<file path="src/rtl/bitop_arbiter.sv">
// Two-requester round-robin front end for a registered AND/XOR unit with a
// single-entry valid/ready result register. `BITOP_ARB_EXT_OPS_EN adds OR/XNOR.
module bitop_arbiter #(
   parameter int W = 8
) (
   input  logic         clk,
   input  logic         rst,
   input  logic         req0_valid,
   output logic         req0_ready,
   input  logic [W-1:0] req0_a,
   input  logic [W-1:0] req0_b,
   input  logic [1:0]   req0_op,
   input  logic         req1_valid,
   output logic         req1_ready,
   input  logic [W-1:0] req1_a,
   input  logic [W-1:0] req1_b,
   input  logic [1:0]   req1_op,
   output logic         res_valid,
   input  logic         res_ready,
   output logic [W-1:0] res_data,
   output logic         res_id,
   output logic [7:0]   res_cnt,
   output logic         busy
);

   logic         last_r;
   logic         gnt0_s;
   logic         gnt1_s;
   logic         can_accept_s;
   logic [W-1:0] op_res_s;

   // Without the extension only op[0] matters, so 10/11 alias AND/XOR.
   function automatic logic [W-1:0] bitop(input logic [1:0] op,
                                          input logic [W-1:0] a,
                                          input logic [W-1:0] b);
      logic [W-1:0] r;
`ifdef BITOP_ARB_EXT_OPS_EN
      case (op)
         2'b00:   r = a & b;
         2'b01:   r = a ^ b;
         2'b10:   r = a | b;
         2'b11:   r = ~(a ^ b);
         default: r = a & b;
      endcase
`else
      case (op)
         2'b00, 2'b10: r = a & b;
         2'b01, 2'b11: r = a ^ b;
         default:      r = a & b;
      endcase
`endif
      return r;
   endfunction

   // Round-robin grant, acceptance gating and the selected operation result.
   always_comb begin
      gnt0_s = 1'b0;
      gnt1_s = 1'b0;
      if (req0_valid && req1_valid) begin
         if (last_r) begin
            gnt0_s = 1'b1;
         end else begin
            gnt1_s = 1'b1;
         end
      end else if (req0_valid) begin
         gnt0_s = 1'b1;
      end else if (req1_valid) begin
         gnt1_s = 1'b1;
      end else begin
         gnt0_s = 1'b0;
         gnt1_s = 1'b0;
      end
      can_accept_s = !res_valid || res_ready;
      req0_ready   = gnt0_s && can_accept_s && !rst;
      req1_ready   = gnt1_s && can_accept_s && !rst;
      if (gnt1_s) begin
         op_res_s = bitop(req1_op, req1_a, req1_b);
      end else begin
         op_res_s = bitop(req0_op, req0_a, req0_b);
      end
   end

   // Result register, pointer and handshake counter; pointer moves only on a transfer.
   always_ff @(posedge clk) begin
      if (rst) begin
         res_valid <= 1'b0;
         res_data  <= {W{1'b0}};
         res_id    <= 1'b0;
         res_cnt   <= 8'd0;
         last_r    <= 1'b1;
      end else begin
         if (res_valid && res_ready) begin
            res_cnt <= res_cnt + 8'd1;
         end else begin
            res_cnt <= res_cnt;
         end
         if (req0_ready || req1_ready) begin
            res_data  <= op_res_s;
            res_id    <= req1_ready;
            res_valid <= 1'b1;
            last_r    <= req1_ready;
         end else if (res_ready) begin
            res_valid <= 1'b0;
         end else begin
            res_valid <= res_valid;
         end
      end
   end

   assign busy = res_valid;

endmodule

</file>
<file path="config.mk">
export PLATFORM = sky130hd
export DESIGN_NAME = bitop_arbiter
export DESIGN_NICKNAME = d
export VERILOG_FILES = /design/src/rtl/bitop_arbiter.sv
export SDC_FILE = /design/constraint.sdc
export NUM_CORES = 1
export LEC_CHECK = 0
export ABC_AREA = 1
export CAP_MARGIN = 30
export CORE_MARGIN = 5
export CORE_UTILIZATION = 45
export CTS_CLUSTER_DIAMETER = 200
export DETAILED_ROUTE_END_ITERATION = 6
export PLACE_DENSITY = 0.87
export SETUP_SLACK_MARGIN = 0.05
export SYNTH_ARGS = -nofsm -noshare
export SYNTH_HDL_FRONTEND = slang
export SYNTH_SLANG_ARGS = --single-unit
</file>
<file path="constraint.sdc">
create_clock -name clk -period 4.1 [get_ports clk]
set_input_delay 1.23 -clock clk [delete_from_list [all_inputs] [get_ports clk]]
set_output_delay 1.23 -clock clk [all_outputs]
set_load 0.01 [all_outputs]
</file>
==> results of run 1 <==
[metal layers]
metal	GRT usage [%]	wire length [microns]
met5	0	0
met4	4.66	64
met1	18.3	1390
met3	1.88	164
met2	27.7	1580
[critical path, cell delays in order]
cell and delay (ns):
clkdlybuf4s50_1 0.47, nand2_2 0.11, nand2_4 0.11, inv_8 0.10
nand3_4 0.06, inv_2 0.06, clkdlybuf4s50_1 0.52
[worst max-delay path by stage]
stage	start	endpoint	slack [ns]
floorplan	res_ready	req0_ready	1.05
global placement	req0_valid	req1_ready	0.21
detailed placement	req0_valid	req1_ready	0.20
CTS	req0_valid	req1_ready	0.20
global route	res_ready	req0_ready	0.13
finish	req0_valid	req1_ready	0.21
[cell families (layout without fill, tap and decap cells)]
| family | after synthesis | after routing | share of synthesized area, % |
|---|---|---|---|
| AO/OA/AOI/OAI | 16 | 16 | 5.83 |
| AND/OR/NAND/NOR | 134 | 134 | 41.5 |
| buffers and inverters | 27 | 87 | 10.1 |
| adder cells (fa/ha/maj) | 17 | 17 | 15.3 |
| flip-flops | 19 | 19 | 27.3 |
[power by group]
group          switching (mW)  total (mW)  internal (mW)
sequential            0.00691       0.203          0.196
clock                  0.0600      0.0964         0.0363
combinational          0.0724       0.161         0.0882
[sequential cells by signal (all words and copies together), names as in the netlist]
name and flops:
busy 1, res_id 1, last_r 1, res_data 8, res_cnt 8
[area by class of cell]
cell class	count	area, sq um
well taps	33	41.3
flip-flops and latches	19	380
fillers	267	982
clock buffers	3	22.5
clock inverters	1	5.00
inverters	21	86.3
multi-input cells	167	872
repair buffers	62	613
[stage by stage]
stage / area (sq um) / hold slack, ns
6_report: 2020 / 0.468
5_1_grt: 2020 / 0.517
4_1_cts: 2020 / 0.476
3_5_place_dp: 1990 / 0.457
3_3_place_gp: 1990 / 0.451
2_1_floorplan: 1390 / 0.471
[synth_stat cells]
master	n
nand3b_1	7
inv_8	1
nand2_4	1
nand2_2	1
dfxtp_1	19
nand3_4	1
inv_2	2
a21oi_1	11
nand3_1	3
nor3_1	3
buf_4	1
nor2_1	19
ha_1	17
a31oi_1	1
o21ai_0	4
buf_8	1
buf_6	2
buf_2	2
nand2_1	98
nand4_4	1
inv_1	18
[layout by cell type (no fill, tap or decap), types with 2 or more instances in the layout]
| cell | instances |
|---|---|
| inv_2 | 2 |
| dfxtp_1 | 19 |
| clkdlybuf4s50_1 | 59 |
| nand2_1 | 98 |
| nor2_1 | 19 |
| nand3_1 | 3 |
| ha_1 | 17 |
| buf_4 | 3 |
| inv_1 | 18 |
| clkbuf_4 | 3 |
| nand3b_1 | 7 |
| o21ai_0 | 4 |
| a21oi_1 | 11 |
| nor3_1 | 3 |
==> flow_summary.json, run 1 <==
{
  "status": "finished clean",
  "gp_congestion": 0.774,
  "grt_max_degree": 19,
  "grt-ovfl-total": 0,
  "drv_slew": 0,
  "cts_tree": "yes",
  "synth_area_leaders": "dfxtp_1, nand2_1, ha_1",
  "ioPinCount": 62,
  "power_density_nw_per_um2": 228,
  "core_sq_um": 3000,
  "worstPathRequired_ns": 2.87,
  "r2r_end": "res_cnt[7]",
  "setup_ws_ns": 0.209,
  "grt.total_usage_pct": 15.2,
  "relSlewSlack_pct": 80.8,
  "first_global_vias": 1321,
  "ys_warn_count": 0,
  "die_h_microns": 65.7,
  "cts_htree_levels": 1,
  "drt_iter0_markers": 52,
  "syn-num-nets": 271,
  "finalHoldViolCount": 0,
  "clk_pin_slew_worst_paths_ns": 0.11,
  "whs_path_depth": 2,
  "netlist_area_sq_um": 1390,
  "ys_seq_elements": 19,
  "post_cts_buffers": 0,
  "fin_skew_ns": 0.00241,
  "num_vias": 1479,
  "drc_errors": 0,
  "grt_pass1_wl_microns": 5310,
  "leakage_nw": 0.997,
  "fmax_mhz": 257,
  "ys_types": 21,
  "hold_buffers": 0,
  "crit_arrival_ns": 2.66,
  "wl_per_cell_microns": 10.4,
  "die_x_microns": 65.7,
  "dp_hpwl_microns": 2720,
  "numCtsBuffers": 3,
  "drive_above_1_share_pct": 5.13,
  "fin_cells": 306,
  "yosysTopAreaCell": "dfxtp_1",
  "synth_top_area_share_pct": 27.3,
  "worstMarginPinSlew_ns": 0.287,
  "hp-start": "res_cnt[6]",
  "clk_path_buf_depth": 2,
  "rsz0062_at_grt": "no",
  "fin_crit_ns": 3.89,
  "port_buffers": 59,
  "timing.rr.start": "busy",
  "clk_latency_ns": 0.30,
  "path_max_fanout": 10,
  "diodes": 0,
  "cp-end-kind": "primary output",
  "power_uw": 460,
  "dp_worst_setup_slack_ns": 0.199,
  "syn_inst": 213,
  "layout.nets": 332,
  "hold_end": "res_cnt[6]",
  "antenna_found_initial": 0,
  "cts_root_buf": "clkbuf_4",
  "start_util_pct": 46.4,
  "drt_wl_total_microns": 3200,
  "synth.yosys.seq_area_share_pct": 27.3,
  "ff2ff_path_depth": 8,
  "path_class": "input pin to primary output",
  "cts-resized-gates": 0,
  "die_area_sq_um": 4310,
  "maxCapViolations": 0,
  "ant_nets": 0,
  "min_path_type": "flop to flop",
  "fin_util_pct": 67.3,
  "firstDrtPassIters": 4,
  "peakVddDrop_v": 0.000102,
  "syn2layout_area_growth_pct": 45.0,
  "viasPerCell": 4.83,
  "dpl.cell_count": 302,
  "finalSetupTns_ns": 0,
  "r2r_slack_ns": 2.79,
  "syn-mean-instance-area_sq_um": 6.54,
  "clock-sinks": 19,
  "setup-violations-final": 0,
  "min_period_over_period_pct": 94.9,
  "start_kind": "input pin",
  "rows": 20
}
Power figures use the tool's default switching activity.
==> run 2, diff against run 1 <==
--- a/config.mk
+++ b/config.mk
@@ -9,7 +9,7 @@
 export CAP_MARGIN = 30
 export CORE_MARGIN = 5
 export CORE_UTILIZATION = 45
-export CTS_CLUSTER_DIAMETER = 200
+export CTS_CLUSTER_DIAMETER = 30
 export DETAILED_ROUTE_END_ITERATION = 6
 export PLACE_DENSITY = 0.87
 export SETUP_SLACK_MARGIN = 0.05
==> results of run 2 <==
No change in the layout: final DEF, timing and power equal those of run 1.
